--- config.mk ---
export PLATFORM = sky130hd
export DESIGN_NAME = step_clk_ctrl
export DESIGN_NICKNAME = d
export VERILOG_FILES = /design/src/rtl/step_clk_ctrl.sv
export SDC_FILE = /design/constraint.sdc
export NUM_CORES = 1
export LEC_CHECK = 0
export ABC_AREA = 1
export CORE_MARGIN = 5
export CORE_UTILIZATION = 59
export CTS_BUF_LIST = sky130_fd_sc_hd__clkbuf_16
export DETAILED_ROUTE_END_ITERATION = 12
export DONT_BUFFER_PORTS = 1
export GPL_TIMING_DRIVEN = 0
export PLACE_DENSITY = 0.75
export REMOVE_ABC_BUFFERS = 1
export SLEW_MARGIN = 20
export SYNTH_ARGS = -nofsm -noshare
export SYNTH_HDL_FRONTEND = slang
export SYNTH_SLANG_ARGS = --single-unit
--- constraint.sdc ---
create_clock -name clk -period 4.4 [get_ports clk]
set_clock_uncertainty 0.1 [all_clocks]
set_input_delay 0.88 -clock clk [delete_from_list [all_inputs] [get_ports clk]]
set_output_delay 0.88 -clock clk [all_outputs]
set_load 0.02 [all_outputs]
--- src/rtl/step_clk_ctrl.sv ---
// Execution-clock controller: programmable divider, gated one-cycle tick enable,
// and synchronised/debounced step and resume buttons. Everything runs on the board clock.
module step_clk_ctrl #(
    parameter int CNT_W       = 27,
    parameter int DIV_DEFAULT = 20000,
    parameter int NUM_BTN     = 2,
    parameter int DEB_CYC     = 1000000,
    parameter int DEB_W       = 20
) (
    input  logic               clk,
    input  logic               rst,
    input  logic [CNT_W-1:0]   div_val,
    input  logic [1:0]         mode,
    input  logic [NUM_BTN-1:0] btn_raw,
    input  logic               halt_in,
    output logic               slow_clk,
    output logic               tick_en,
    output logic [NUM_BTN-1:0] btn_pulse,
    output logic [NUM_BTN-1:0] btn_level,
    output logic               running,
    output logic [15:0]        tick_count
);

    typedef enum logic [1:0] {
        ST_IDLE,
        ST_RUN,
        ST_PEND,
        ST_BRK
    } state_t;

    localparam logic [1:0] MODE_RUN   = 2'b01;
    localparam logic [1:0] MODE_STEP  = 2'b10;
    localparam logic [1:0] MODE_BREAK = 2'b11;

    localparam logic [DEB_W-1:0] DEB_LAST  = DEB_W'(DEB_CYC - 1);
    localparam logic [CNT_W-1:0] DIV_RESET = CNT_W'(DIV_DEFAULT);

    logic [NUM_BTN-1:0]            sync1_q;
    logic [NUM_BTN-1:0]            sync2_q;
    logic [NUM_BTN-1:0]            level_q;
    logic [NUM_BTN-1:0]            level_d;
    logic [NUM_BTN-1:0]            level_dly_q;
    logic [NUM_BTN-1:0]            pulse_q;
    logic [NUM_BTN-1:0]            pulse_d;
    logic [NUM_BTN-1:0][DEB_W-1:0] deb_cnt_q;
    logic [NUM_BTN-1:0][DEB_W-1:0] deb_cnt_d;

    logic [CNT_W-1:0] cnt_q;
    logic [CNT_W-1:0] cnt_d;
    logic [CNT_W-1:0] div_act_q;
    logic [CNT_W-1:0] div_act_d;
    logic             slow_q;
    logic             slow_d;
    logic             wrap;
    logic             rise;

    state_t      state_q;
    state_t      state_d;
    logic [1:0]  mode_q;
    logic        mode_chg;
    logic        tick_q;
    logic        tick_d;
    logic [15:0] tick_count_q;
    logic [15:0] tick_count_d;

    // A level change is accepted only after the synced input disagrees for DEB_CYC cycles.
    always_comb begin
        level_d   = level_q;
        deb_cnt_d = deb_cnt_q;
        for (int i = 0; i < NUM_BTN; i++) begin
            if (sync2_q[i] == level_q[i]) begin
                deb_cnt_d[i] = '0;
            end else if (deb_cnt_q[i] == DEB_LAST) begin
                level_d[i]   = sync2_q[i];
                deb_cnt_d[i] = '0;
            end else begin
                deb_cnt_d[i] = deb_cnt_q[i] + DEB_W'(1);
            end
        end
        pulse_d = level_q & ~level_dly_q;
    end

    // The new divisor is only picked up at wrap, so a phase is never cut short.
    always_comb begin
        wrap      = (cnt_q == div_act_q);
        rise      = wrap & ~slow_q;
        cnt_d     = wrap ? '0 : cnt_q + CNT_W'(1);
        div_act_d = wrap ? div_val : div_act_q;
        slow_d    = wrap ? ~slow_q : slow_q;
    end

    always_comb begin
        mode_chg = (mode != mode_q);
        state_d  = state_q;
        tick_d   = 1'b0;
        case (state_q)
            ST_IDLE: begin
                if (mode == MODE_RUN || mode == MODE_BREAK) begin
                    state_d = ST_RUN;
                end else if (mode == MODE_STEP && pulse_q[0]) begin
                    state_d = ST_PEND;
                end
            end
            ST_RUN: begin
                tick_d = rise;
                if (rise && halt_in && mode == MODE_BREAK) begin
                    state_d = ST_BRK;
                end
            end
            ST_PEND: begin
                tick_d = rise;
                if (rise) begin
                    state_d = ST_IDLE;
                end
            end
            ST_BRK: begin
                if (pulse_q[1]) begin
                    state_d = ST_RUN;
                end
            end
            default: state_d = ST_IDLE;
        endcase
        // Tick above is still decided by the old state; only the next state is overridden.
        if (mode_chg) begin
            state_d = (mode == MODE_RUN) ? ST_RUN : ST_IDLE;
        end
        tick_count_d = tick_count_q + 16'(tick_d);
    end

    always_ff @(posedge clk or negedge rst) begin
        if (!rst) begin
            sync1_q      <= '0;
            sync2_q      <= '0;
            level_q      <= '0;
            level_dly_q  <= '0;
            pulse_q      <= '0;
            deb_cnt_q    <= '0;
            cnt_q        <= '0;
            div_act_q    <= DIV_RESET;
            slow_q       <= 1'b0;
            state_q      <= ST_IDLE;
            mode_q       <= 2'b00;
            tick_q       <= 1'b0;
            tick_count_q <= '0;
        end else begin
            sync1_q      <= btn_raw;
            sync2_q      <= sync1_q;
            level_q      <= level_d;
            level_dly_q  <= level_q;
            pulse_q      <= pulse_d;
            deb_cnt_q    <= deb_cnt_d;
            cnt_q        <= cnt_d;
            div_act_q    <= div_act_d;
            slow_q       <= slow_d;
            state_q      <= state_d;
            mode_q       <= mode;
            tick_q       <= tick_d;
            tick_count_q <= tick_count_d;
        end
    end

    assign slow_clk   = slow_q;
    assign tick_en    = tick_q;
    assign btn_pulse  = pulse_q;
    assign btn_level  = level_q;
    assign running    = (state_q == ST_RUN);
    assign tick_count = tick_count_q;

endmodule

# Yosys cells after proc, flatten, opt, wreduce, memory -nomap -nowiden
# Cells that the tools add are included.
classes:
  addsub: 4
  mul: 0
  div: 0
  order_cmp: 0
  eq_ne: 16
  shifts: 0
  mux: 14
  n_bitwise: 6
  reduce_logical: 9
ops:
  columns: ["op", "count"]
  rows:
  - ["20-bit two-way mux", 4]
  - ["20-bit by 1-bit adder with 20-bit output, second input constant", 2]
  - ["20-bit equality test, second input constant", 2]
  - ["27-bit by 1-bit adder with 27-bit output, second input constant", 1]
  - ["27-bit equality test", 1]
  - ["27-bit two-way mux", 1]
  - ["16-bit by 1-bit adder with 16-bit output", 1]
  - ["2-bit two-way mux", 6]
  - ["2-bit equality test, second input constant", 4]
  - ["2-bit case mux with 4 select lines", 1]
  - ["3-bit != test, second input constant", 2]
  - ["2-bit by 1-bit equality test with 1-bit output, second input constant", 2]
  - ["4-bit != test, second input constant", 1]
  - ["2-bit AND reduction", 2]
  - ["4-bit AND reduction", 1]
  - ["1-bit logical AND", 3]
  - ["3-bit by 1-bit != test with 1-bit output, second input constant", 1]
  - ["1-bit NOT", 3]
  - ["2-bit bitwise AND", 1]
  - ["1-bit equality test", 2]
  - ["2-bit logical NOT", 1]
  - ["1-bit two-way mux", 2]
  - ["2-bit != test", 1]
  - ["2-bit NOT", 1]
  - ["other kinds (3)", 3]
totals:
  reg_bits: 126
  latch_bits: 0
  ram_bits: 0
  rom_bits: 0
  input_bits: 34
  output_inout_bits: 23
  wordCells: 64
  memories: 0

# Logic depth before layout (Yosys ltp)
# Gate-level depths: netlist of the first run.
depth:
  depth_word: 7
  mapped_depth: 17
  mapped_depth_nobuf: 17

# Worst setup path before layout of the first run
# OpenSTA, ideal clock, no wires.
synth_path:
  path_type: "reg2reg"
  start: "register div_act_q[14]"
  end: "register tick_count_q[13], in the netlist tick_count[13]"
  setup_time_ps: 129
  t_arrival_ps: 2343
  t_required_ps: 4171
  slack_ps: 1828
  path_stages_with_launch: 15
  path_buffers: 0
  synth_period_minus_slack_ps: 2572
  cell_sequence: "dfstp_2 -> xnor2_1 -> nand2_1 -> nor2_1 -> nand2_1 -> nor2_1 -> nand3_1 -> nor2_1 -> ha_1 -> nand3_1 -> nor3b_2 -> nand3_2 -> nor3_4 -> nand3_1 -> xnor2_1"
synth_via:
  elab_chain_len: 4
synth_rtl:
  columns: ["item", "line", "source"]
  rows:
  - ["start: declaration", "50", "logic [CNT_W-1:0] div_act_q;"]
  - ["start signal: assignment", "153", "div_act_q <= div_act_d;"]
  - ["27-bit equality test", "85", "wrap = (cnt_q == div_act_q);"]
  - ["1-bit bitwise AND", "86", "rise = wrap & ~slow_q;"]
  - ["1-bit two-way mux", "96", "case (state_q)"]
  - ["named net tick_d", "62", "logic tick_d;"]
  - ["16-bit by 1-bit adder with 16-bit output", "127", "tick_count_d = tick_count_q + 16'(tick_d);"]
  - ["named net tick_count_d[13]", "64", "logic [15:0] tick_count_d;"]
  - ["end signal: assignment", "158", "tick_count_q <= tick_count_d;"]
  - ["end: declaration", "63", "logic [15:0] tick_count_q;"]
# The timed path passes the listed nets, and every way through them passes these cells.
# A chain may end at the register's enable or synchronous reset.

# Final worst setup path of the first run
layout_path:
  start: "register div_act_q[14]"
  end: "register tick_count_q[15], in the netlist tick_count[15]"
# The elaborated chain is that of the path after synthesis.

==> results of run 1 <==
==> logic make-up (layout without fill, tap and decap cells) <==
kind of cell	after synthesis	in the layout	synth area share [%]
AND/OR/NAND/NOR	370	370	28.0
buffers and inverters	89	110	5.55
flip-flops	126	126	50.4
multiplexers	2	2	0.360
AO/OA/AOI/OAI	63	63	5.41
XOR/XNOR	59	59	8.25
adder cells (fa/ha/maj)	10	10	2.00
==> placed cells by master (no fill, tap or decap), types with 7 or more instances in the layout <==
master                      Yosys  routed
sky130_fd_sc_hd__o21ai_1        7       7
sky130_fd_sc_hd__xor2_1        29      29
sky130_fd_sc_hd__a21oi_1       30      30
sky130_fd_sc_hd__nor3_1        17      17
sky130_fd_sc_hd__nand2_1      181     181
sky130_fd_sc_hd__dfrtp_1      121     121
sky130_fd_sc_hd__nor4_1         7       7
sky130_fd_sc_hd__o21ai_0       18      18
sky130_fd_sc_hd__ha_1          10      10
sky130_fd_sc_hd__nor2_4         8       8
sky130_fd_sc_hd__nor2_1        90      90
sky130_fd_sc_hd__nand4_1        9       9
sky130_fd_sc_hd__inv_1         76      79
sky130_fd_sc_hd__nand2_2        8       8
sky130_fd_sc_hd__xnor2_1       30      30
sky130_fd_sc_hd__nand3_1       22      22
sky130_fd_sc_hd__clkbuf_16      0      17
==> layout make-up <==
cell class                      count  area (sq um)  share of cell area (%)
Sequential cell                   126          3160                    45.5
Multi-Input combinational cell    504          2760                    39.7
Clock buffer                       17           425                    6.12
Inverter                           80           302                    4.34
Tap cell                          136           170                    2.45
Clock inverter                     13           134                    1.93
==> where the power goes <==
| part | switching [mW] | internal, mW |
|---|---|---|
| Combinational | 0.0330 | 0.0192 |
| Clock | 0.466 | 0.865 |
| Sequential | 0.00776 | 1.17 |
| Total | 0.507 | 2.05 |
==> sequential cells by signal, summed over array words and instances (netlist names), 16 cells and up <==
signal	count
cnt_q	27
tick_count	16
div_act_q	27
deb_cnt_q	40
==> worst max-delay path, cell delays in order (launching register included) <==
cell,delay (ns)
sky130_fd_sc_hd__dfstp_2,0.55
sky130_fd_sc_hd__xnor2_1,0.12
sky130_fd_sc_hd__nand2_1,0.09
sky130_fd_sc_hd__nor2_1,0.11
sky130_fd_sc_hd__nand2_1,0.09
sky130_fd_sc_hd__nor2_1,0.16
sky130_fd_sc_hd__nand3_1,0.15
sky130_fd_sc_hd__nor2_1,0.21
sky130_fd_sc_hd__ha_1,0.23
sky130_fd_sc_hd__nand3_1,0.15
sky130_fd_sc_hd__nor3b_2,0.29
sky130_fd_sc_hd__nand3_2,0.16
sky130_fd_sc_hd__nor3_4,0.24
sky130_fd_sc_hd__nand3_1,0.13
sky130_fd_sc_hd__xnor2_1,0.15
==> per-layer routing <==
| layer | global-route usage, % | part of all wire (%) | wire (um) |
|---|---|---|---|
| met1 | 24.4 | 45 | 5320 |
| met2 | 34.4 | 50 | 5930 |
| met3 | 6.58 | 4.5 | 538 |
| met5 | 0 | 0 | 0 |
| met4 | 7.53 | 1.3 | 154 |
==> final timing paths <==
path | from | endpoint | slack (ns) | cells after the start
worst max-delay path | div_act_q[14] | tick_count[15] | 1.36 | 14
worst min-delay path | rst | div_act_q[12] | 0.07 | 0
worst max register to register | div_act_q[14] | tick_count[15] | 1.36 | 14
worst min register to register | sync1_q[0] | sync2_q[0] | 0.25 | 0
max in group asynchronous | rst | div_act_q[9] | 3.89 | 0
min in group clk | sync1_q[0] | sync2_q[0] | 0.25 | 0
==> results by stage, run 1 <==
STA:
- The post-route minimum period is 3.04 ns.
- The maximum clock frequency is approximately 330 MHz.
- The setup TNS is 0 ns.
- The count of final hold-check violations came to 0.
- The final clock period utilization by the worst path is 69.1%.
- At the pin with the least slew margin, the transition time is roughly 0.84 ns.
- The number of setup violations in the final report is 0.
- The worst slack on hold paths is a little under 0.07 ns.
- In the post-route analysis, the smallest setup slack over all paths is 1.36 ns.
- Setup repair after global routing left no endpoint under its margin.
- The worst slew margin relative to its limit is 43.6%.
- The number of max-slew violations in the final report came to 0.

Clock tree:
- The H-tree was split into 4 levels.
- The TritonCTS sink count is ~130.
- The post-CTS setup buffer count is 0.
- The CTS clock-pin slew for the worst setup and hold paths is 0.05 ns.
- The number of buffers on the longest clock path is 2.
- The CTS tree is done.
- At the later pin of the worst-skew pair, clock insertion delay measures 0.41 ns.
- Once the clock tree was built, the resizer swapped 0 gates to a different size.
- The tree is rooted in a sky130_fd_sc_hd__clkbuf_16.
- Counting the buffers created by CTS gives 17.
- In this run, post-CTS hold repair placed 0 buffers.

Place:
- The pre-CTS setup slack is 1.45 ns.
- The detailed-placement wirelength estimate is approximately 8100 um.
- Routability-driven placement finished with a final weighted congestion of 0.909.
- Summing all placed instances gives a cell area of 6390 sq um.
- Port buffering added 0 buffers.
- Including well taps, the total number of placed cells is ~850.

Logic synthesis:
- The number of standard cells after synthesis is 719.
- Of all cell types, the one taking the most synthesized area is sky130_fd_sc_hd__dfrtp_1.
- The number of enable-type register cells in the synthesized netlist is 0.
- The average cell area after synthesis is 8.71 sq um.
- Of the synthesized area, sequential elements account for 50.4%.
- After synthesis, the largest area contributor takes up 48.3% of total cell area.
- The Yosys step of the flow raised 0 warnings.
- For this run, the leading register cell type out of synthesis is sky130_fd_sc_hd__dfrtp_1.
- Counting flops and latches in the post-synthesis netlist gives between 100 and 150.
- The number of library cell types mapped by synthesis is 40.
- The fraction of synthesis flops using an asynchronous set or reset pin is 100%.
- The commonest cells after synthesis are sky130_fd_sc_hd__nand2_1 (181), sky130_fd_sc_hd__dfrtp_1 (121), sky130_fd_sc_hd__nor2_1 (90).
- In the post-synthesis netlist, the biggest area contributors are sky130_fd_sc_hd__dfrtp_1 (48%), sky130_fd_sc_hd__nand2_1 (11%), sky130_fd_sc_hd__nor2_1 (5.4%).
- The most frequently used cell type in the post-synthesis netlist is sky130_fd_sc_hd__nand2_1.
- The cell area after technology mapping is 6260 sq um.

Detailed routing:
- Detailed routing inserted a total of approximately 4600 vias.
- The detailed-routing iteration count for the pre-antenna-repair pass is 4.
- The first routing iteration left ~340 violations.
- The DRC violation count after routing is 0.
- The detail route stage leaves a number of antenna-violating nets equal to 0.
- The vias per cell is ~5.2.
- Wires add up to 11900 um.
- The detailed-route wire length per cell is 13.6 um.

Status:
- The flow ran to the end, and the final reports show no timing, DRC or antenna violations.

Final layout:
- The final core area utilization is 67.3%.
- At the end of the flow, the number of nets in the layout was 773.
- The layout overhead on the synthesized area is 10.9%.
- The repair_antennas step left the layout with diodes totalling 0.
- Summing all non-filler instances in the final layout gives an area of 6950 sq um.
- The filler cells instantiated in the layout total 764.
- The finished layout holds slightly below 900 standard cells, fillers aside.
- Cells with a size suffix above 1 make up 10.3% of the layout.

Floorplanning:
- After floorplanning, the core was divided into 37 placement rows.
- The die area is between 10000 and 15000 sq um.
- The y dimension of the die is roughly 110 um.
- The floorplan die width is 113 um.
- The core area is approximately 10000 sq um.
- The number of placed I/O pins is 57.
- The initial utilization of the core area, before any placement, comes to approximately 61%.

Worst setup path:
- The maximum fanout count along the critical path is 5.
- The worst setup path is launched from a flop.
- For the worst setup path, the data arrival time is 3.22 ns.
- The required time reported for the critical path endpoint is about 4.6 ns.
- The type of the worst setup path is flop to flop.
- The capturing element type of the critical path is a flop.

Global route:
- The overall fraction of global-route tracks in use is between 20% and 30%.
- The wire length of the first global-routing pass is around 21000 um.
- For this run the aggregate overflow at the end of global routing stands at 0.
- The via count of the first global-routing pass is 4766.
- The maximum number of pins on one net before global-route repair is 127.
- The initial antenna violation count is 0.

Power:
- The peak ir drop on the vdd network is 0.347 mV.
- The overall power consumption is 2.56 mW.
- The power density of the placed cells is 369 nW/um^2.
- Summed over all cells, the static leakage comes to 3.23 nW.

Min path:
- The worst min-delay path category is input pin to asynchronous set/reset pin.

Run:
- Across the run, the number of max-cap violations was 0.
Power figures use the tool's default switching activity.
==> run 2, diff against run 1 <==
==> constraint.sdc (replaced) <==
create_clock -name clk -period 2.8 [get_ports clk]
set_clock_uncertainty 0.1 [all_clocks]
set_input_delay 0.56 -clock clk [delete_from_list [all_inputs] [get_ports clk]]
set_output_delay 0.56 -clock clk [all_outputs]
set_load 0.02 [all_outputs]
==> results by stage, run 2 (same netlist as run 1, synthesis figures left out) <==
Status:
- The run finished, with violations left.
- The final reports fail on hold timing.

Clock tree:
- Counting the buffers created by CTS gives 17.
- The TritonCTS sink count is ~130.
- TritonCTS built the clock tree.
- Counting along the longest clock path gives a buffer depth of 2.
- The CTS clock-pin slew for the worst setup and hold paths is ~0.050 ns.
- The cell chosen for the clock root is sky130_fd_sc_hd__clkbuf_16.
- The clock network latency to the later pin of the worst-skew pair is 0.41 ns.
- The number of H-tree levels is 4.

Global route:
- In the global route stage, overall resource usage came out at 20.6%.
- The via count of the first global-routing pass is 4826.
- Global routing used 6.68% of the available met3 tracks.
- The initial antenna violation count is 0.
- The wire length of the first global-routing pass is 21300 um.
- Global routing finished with a remaining overflow of 0.
- For this run, global-route usage on met1 was measured as 24.5%.
- Global routing used between 30% and 40% of the available met2 tracks.
- The busiest layer in global routing is met2.
- The maximum number of pins on one net before global-route repair is 127.

Worst setup path:
- The endpoint identified for the worst register-to-register timing path is tick_count[13].
- The count of cells along the worst register-to-register path is 14.
- The count of buffer and inverter cells on the critical path is 0.
- The largest incremental delay on the critical path is about 0.54 ns.
- The kind of cell with the highest combined delay on the critical path is simple AND/OR/NAND/NOR gates.
- The type of the worst setup path is flop to flop.
- The launch instance of the worst register-to-register path is div_act_q[14].
- STA classifies the critical path endpoint as a flop.
- Across all register-to-register paths, the minimum setup slack is 0.07 ns.
- Of all nets on the critical path, the largest fanout is 5.
- The cell that appears most often on the critical path is sky130_fd_sc_hd__nand3_2.
- The arrival time reported for the critical path endpoint is about 2.9 ns.
- The required time reported for the critical path endpoint is 2.98 ns.
- The critical path goes through xnor2_1 -> nand2_1 -> nor2_1 -> nand2_1 -> nor2_2 -> nand3_2 -> nor2_4 -> ha_4 -> nand3_4 -> nor3b_4 -> nand3_2 -> nor3_4 -> nand3_2 -> xnor2_1.
- STA classifies the critical path startpoint as a flop.
- The cell with the largest stage delay on the worst path is sky130_fd_sc_hd__dfstp_2.

Detailed routing:
- Once detail routing completed, the nets flagged for antenna violations numbered 0.
- The detailed-routing iteration count for the pre-antenna-repair pass is 4.
- Dividing the detail-routed via count by the number of cells gives 5.22.
- The wire length after detailed routing is 12100 um.
- The DRC violation count after routing is 0.
- The detailed-route wire length per cell is 13.7 um.
- The number of design-rule violations left by the first detailed-router iteration is between 300 and 400.
- The total number of vias is 4611.

Place:
- After legalization and detailed placement, the total HPWL measured 8150 um.
- The cell total after placement is 846.
- At the placement stage, the worst setup path has a slack of -0.148 ns.
- During placement, the flow inserted port buffers numbering 0.
- The weighted congestion reported at the end of routability-driven placement is 0.909.

Floorplanning:
- After floorplanning, the core was sized to cover just over 10000 sq um.
- The number of placement rows is 37.
- The y dimension of the die is 113 um.
- The floorplan die width is 113 um.
- The initial utilization of the core area, before any placement, comes to 60.7%.
- The die area is 12800 sq um.
- The number of placed I/O pins is 57.

STA:
- In this run the tightest slew margin relative to its limit is 52.0%.
- The number of max-slew violations in the final report is 0.
- The post-route minimum period is ~2.7 ns.
- The count of final hold-check violations is approximately 130.
- The final clock period utilization by the worst path is 97.3%.
- The worst slack on hold paths is -0.251 ns.
- Setup repair after global routing could not meet its margin everywhere.
- The slew at the pin closest to its max-slew limit is around 0.72 ns.
- Static timing analysis puts the maximum clock frequency at 367 MHz.
- The final worst slack is approximately 0.075 ns.
- Setup violations remaining at the end of the flow were counted as 0.

Final layout:
- The ratio of cells with drive above 1 in the final layout is 13.0%.
- The final cell count without fillers is 884.
- The layout overhead on the synthesized area is 13.4%.
- In the final layout, the registers with the most flip-flops are deb_cnt_q (40), cnt_q (27), div_act_q (27).
- The register name with the most flops is deb_cnt_q.
- Fill cells in the final layout number roughly 750.
- The register with the most flip-flops in the layout has 40 of them.
- 0 antenna diodes ended up in the layout.
- Leaving out fill and tap cells, the most frequent cell in the layout is sky130_fd_sc_hd__nand2_1.
- The top cell types in the final layout, fill and taps aside, are sky130_fd_sc_hd__nand2_1 (179), sky130_fd_sc_hd__dfrtp_1 (121), sky130_fd_sc_hd__nor2_1 (86).
- In the final design database the tool counted 781 nets.

Power:
- The overall power consumption is 4.03 mW.
- For this design the ratio of total power to cell area is about 570 nW/um^2.
- IR analysis of the VDD net gives a maximum drop of 0.547 mV.
- The analysis attributes to cell leakage a power of 3.31 nW.

Run:
- Across the run, the number of max-cap violations was 0.

Min path:
- The worst min-delay path category is input pin to asynchronous set/reset pin.
==> run 2: cell types whose count changed in the layout (fill, tap and decap cells not counted), moves of 2 or more <==
cell / change
sky130_fd_sc_hd__buf_4: +8
sky130_fd_sc_hd__nand2_1: -2
sky130_fd_sc_hd__nand2_2: +2
sky130_fd_sc_hd__nand3_1: -5
sky130_fd_sc_hd__nand3_2: +4
sky130_fd_sc_hd__nor2_1: -4
sky130_fd_sc_hd__nor2_2: +2
sky130_fd_sc_hd__nor2_4: +2
==> run 2: worst max-delay path by stage <==
| stage | startpoint | endpoint | slack, ns | cells past startpoint |
|---|---|---|---|---|
| 2_1_floorplan | div_act_q[14] | tick_count[13] | 0.23 | 14 |
| 3_3_place_gp | div_act_q[5] | tick_count[13] | -0.1 | 14 |
| 3_5_place_dp | div_act_q[5] | tick_count[13] | -0.15 | 14 |
| 4_1_cts | div_act_q[11] | tick_count[15] | -0.05 | 14 |
| 5_1_grt | div_act_q[14] | tick_count[13] | -0.14 | 14 |
| 6_report | div_act_q[14] | tick_count[13] | 0.07 | 14 |
==> run 2: timing repair <==
item	in CTS	in global routing
setup buffers	5	3
endpoints found under the hold margin	126	126
pin swaps	10	11
gates resized for setup	11	10
setup endpoints to repair	28	31
cloned	0	0
==> run 2: area by class of cell <==
type / instances / area [sq um] / share of cell area, %
inverter: 80 / 307 / 4.32
clock inverter: 13 / 134 / 1.89
tap: 136 / 170 / 2.40
multi-input combinational: 504 / 2850 / 40.1
clock buffer: 17 / 425 / 5.99
timing repair buffer: 8 / 60.1 / 0.846
sequential: 126 / 3160 / 44.5
==> run 2: layer usage <==
| layer | up-vias | routed length (um) |
|---|---|---|
| met4 | 0 | 170 |
| met1 | 2219 | 5410 |
| li1 | 2312 | - |
| met5 | - | 0 |
| met3 | 16 | 510 |
| met2 | 64 | 6010 |
==> run 2: power breakdown <==
part | switching (mW) | total (mW) | internal [mW]
clock | 0.731 | 2.09 | 1.36
combinational | 0.0536 | 0.0838 | 0.0302
sequential | 0.0121 | 1.85 | 1.84
==> run 2: worst reg2reg max path, cell delays in order, from the launching register on <==
cell and delay [ns]:
sky130_fd_sc_hd__dfstp_2 0.54, sky130_fd_sc_hd__xnor2_1 0.12, sky130_fd_sc_hd__nand2_1 0.09, sky130_fd_sc_hd__nor2_1 0.10, sky130_fd_sc_hd__nand2_1 0.10, sky130_fd_sc_hd__nor2_2 0.13
sky130_fd_sc_hd__nand3_2 0.12, sky130_fd_sc_hd__nor2_4 0.15, sky130_fd_sc_hd__ha_4 0.16, sky130_fd_sc_hd__nand3_4 0.09, sky130_fd_sc_hd__nor3b_4 0.22, sky130_fd_sc_hd__nand3_2 0.13
sky130_fd_sc_hd__nor3_4 0.26, sky130_fd_sc_hd__nand3_2 0.12, sky130_fd_sc_hd__xnor2_1 0.15
==> run 2: per-stage QoR <==
stage	cell area [sq um]	util, %	setup TNS, ns
6_report	7100	68.8	0
5_1_grt	7100	68.8	-0.413
4_1_cts	7040	68.1	-0.105
3_5_place_dp	6390	61.9	-0.395
3_3_place_gp	6390	61.9	-0.192
2_1_floorplan	6220	-	0
==> run 3, diff against run 2 <==
--- a/config.mk
+++ b/config.mk
@@ -7,12 +7,12 @@
 export LEC_CHECK = 0
 export ABC_AREA = 1
 export CORE_MARGIN = 5
-export CORE_UTILIZATION = 59
+export CORE_UTILIZATION = 58
 export CTS_BUF_LIST = sky130_fd_sc_hd__clkbuf_16
 export DETAILED_ROUTE_END_ITERATION = 12
-export DONT_BUFFER_PORTS = 1
+export GPL_ROUTABILITY_DRIVEN = 0
 export GPL_TIMING_DRIVEN = 0
-export PLACE_DENSITY = 0.75
+export PLACE_DENSITY = 0.8
 export REMOVE_ABC_BUFFERS = 1
 export SLEW_MARGIN = 20
 export SYNTH_ARGS = -nofsm -noshare
==> results by stage, run 3 (same netlist as run 1, synthesis figures left out) <==
Status:
- The flow ran to the end, and the final reports show no timing, DRC or antenna violations.

Power:
- Overall power consumption after layout is estimated at 4.52 mW.
- The standby leakage power is roughly 3.7 nW.
- The power density of the placed cells is about 570 nW/um^2.
- IR analysis of the VDD net gives a maximum drop of 0.669 mV.

Final layout:
- The ratio of cells with drive above 1 in the final layout is 15.5%.
- In the layout the commonest cells are sky130_fd_sc_hd__nand2_1 (177), sky130_fd_sc_hd__dfrtp_1 (120), sky130_fd_sc_hd__nor2_1 (82).
- The final instance area is 7910 sq um.
- The number of antenna diodes in the final layout is 0.
- Relative to the synthesized area, the layout overhead comes to 26.3%.
- The final layout contains 849 nets.
- Cells fill between 70% and 80% of the core in the end.
- More flip-flops sit in one register than any other, and that register is deb_cnt_q.
- Counting the fill cells in the layout gives slightly above 700.
- The leading cell type in the layout, fill and taps excluded is sky130_fd_sc_hd__nand2_1.
- The flip-flop count of the largest register, all copies and words added is 40.
- The final cell count without fillers is 958.
- In the final layout, the registers with the most flip-flops are deb_cnt_q (40), cnt_q (27), div_act_q (27).

Global route:
- The first global-routing pass estimated 23000 um of wire.
- The maximum number of pins on one net before global-route repair is 66.
- The via count of the first global-routing pass is 5128.
- Global routing consumed, over all layers together, between 20 and 25% of the routing resources.
- The initial antenna violation count is 0.
- The final global-route overflow total is 0.

Worst setup path:
- The flop-to-flop setup slack is 0.03 ns.
- Along the worst path, the maximum fanout reaches 3.
- The most numerous cell on the critical path is sky130_fd_sc_hd__nor2_2.
- The capturing element type of the critical path is a flop.
- The critical path goes through xnor2_2 -> nand2_1 -> nor2_2 -> nand2_2 -> nor2_4 -> nand3_2 -> nor2_2 -> buf_4 -> ha_4 -> nand2_4 -> nor3_4 -> nand3_2 -> nor2_4 -> nand2_2 -> nor2_2 -> xor2_1.
- For this run, the slowest stage of the critical path takes 0.56 ns.
- The type of the worst setup path is flop to flop.
- The kind of launch point of the worst setup path is a flop.
- The arrival time reported for the critical path endpoint is 3.00 ns.
- The cell with the largest stage delay on the worst path is sky130_fd_sc_hd__dfstp_2.
- For the worst setup path, the data required time is 3.04 ns.

Clock tree:
- The TritonCTS buffer count is 17.
- The H-tree was split into 4 levels.
- TritonCTS built the clock tree.
- Clock latency on the worst-skew pair, taken at its later pin, is 0.42 ns.
- The TritonCTS sink count is about 130.
- Clock-pin slew was measured on the worst setup and hold paths at approximately 0.06 ns.
- The number of buffers on the longest clock path is 2.
- Buffers inserted to repair hold after CTS numbered 0.
- The cell chosen for the clock root is sky130_fd_sc_hd__clkbuf_16.

Run:
- The count of maximum capacitance violations is 0.

Floorplanning:
- After floorplanning, the core was divided into 38 placement rows.
- The initial cell density of the core is 58.5%.
- The core region is 10700 sq um.
- The y dimension of the die is 114 um.
- The number of placed I/O pins is 57.
- The floorplan step defined a die boundary enclosing roughly 13000 sq um.
- The floorplan die width is around 110 um.

STA:
- In the finished design, the share of the clock period the worst path needs comes to 98.8%.
- Setup repair after global routing could not meet its margin everywhere.
- The count of final hold-check violations came to 0.
- The worst path in the final design needs a cycle of 2.77 ns, including I/O delays and setup.
- At the pin with the least slew margin, the transition time is 0.669 ns.
- Setup violations remaining at the end of the flow were counted as 0.
- For the final routed database, the setup TNS stands at 0 ns.
- The number of max-slew violations in the final report is 0.
- The worst slew margin relative to its limit is 55.2%.
- For this run, the top clock speed supported by timing is 362 MHz.

Detailed routing:
- The number of design-rule violations left by the first detailed-router iteration is 393.
- The detailed-route wire length per cell is 14.6 um.
- The number of antenna-violating nets in the routed design is 0.
- Dividing the detail-routed via count by the number of cells gives between 5 and 6.
- The detailed-routing iteration count for the pre-antenna-repair pass is 5.
- For this block, the via count after detailed routing is around 5000.
- The wire length after detailed routing is 14000 um.
- The DRC violation count after routing is 0.

Min path:
- The path class of the tightest hold or removal check is input pin to asynchronous set/reset pin.

Place:
- Once placement finished, the instance area stood at 6980 sq um.
- The cell total after placement is 907.
- The count of input and output buffers is 56.
- Summed over all nets, the half-perimeter wirelength after detailed placement is around 8400 um.
## run 3: what timing repair did
action / CTS / global route
pin swaps: 12 / 17
gates resized for setup: 11 / 19
setup buffers: 6 / 13
endpoints found under the setup margin: 15 / 8
## run 3: worst paths after layout
kind / start / to / cells past startpoint
max in group asynchronous: rst / tick_count[6] / 2
min in group clk: sync1_q[1] / sync2_q[1] / 0
setup / recovery: div_act_q[14] / tick_count[12] / 16
setup reg to reg: div_act_q[14] / tick_count[12] / 16
hold reg to reg: sync1_q[1] / sync2_q[1] / 0
hold / removal: rst / deb_cnt_q[37] / 1
## run 3: routing by layer
| metal | track usage (%) | vias up | wire [um] |
|---|---|---|---|
| met5 | 0 | - | 0 |
| li1 | - | 2457 | - |
| met3 | 5.99 | 28 | 680 |
| met4 | 8.71 | 0 | 278 |
| met1 | 26.4 | 2446 | 5670 |
| met2 | 38.2 | 133 | 7350 |
## run 3: area by class of cell
type | count | area (sq um) | share of cell area (%)
flip-flops and latches | 126 | 3160 | 39.9
inverters | 80 | 304 | 3.84
clock inverters | 15 | 244 | 3.08
repair buffers | 76 | 732 | 9.25
clock buffers | 17 | 425 | 5.38
well taps | 140 | 175 | 2.21
multi-input cells | 504 | 2870 | 36.3
## run 3: critical path, delay by kind of cell (launching register included)
family,cells,cell delay [ns]
xor gates and xnor gates,2,0.29
adders and majority gates,1,0.14
buffers and inverters,1,0.14
DFF,1,0.56
and+or+nand+nor,12,1.45
## run 3: metrics by stage
| step | setup slack (ns) | hold WS [ns] |
|---|---|---|
| floorplan | 0.228 | 0.164 |
| global placement | -3.74 | 0.234 |
| detailed placement | -0.153 | 0.239 |
| CTS | -0.0521 | 0.0455 |
| global route | -0.119 | 0.0757 |
| finish | 0.0340 | 0.0405 |
## run 3: where the power goes
part	leakage [nW]	switching, mW	internal [mW]	total [mW]
logic	1.74	0.0977	0.0779	0.176
clock network	0.319	0.828	1.67	2.49
registers	1.59	0.0120	1.84	1.85
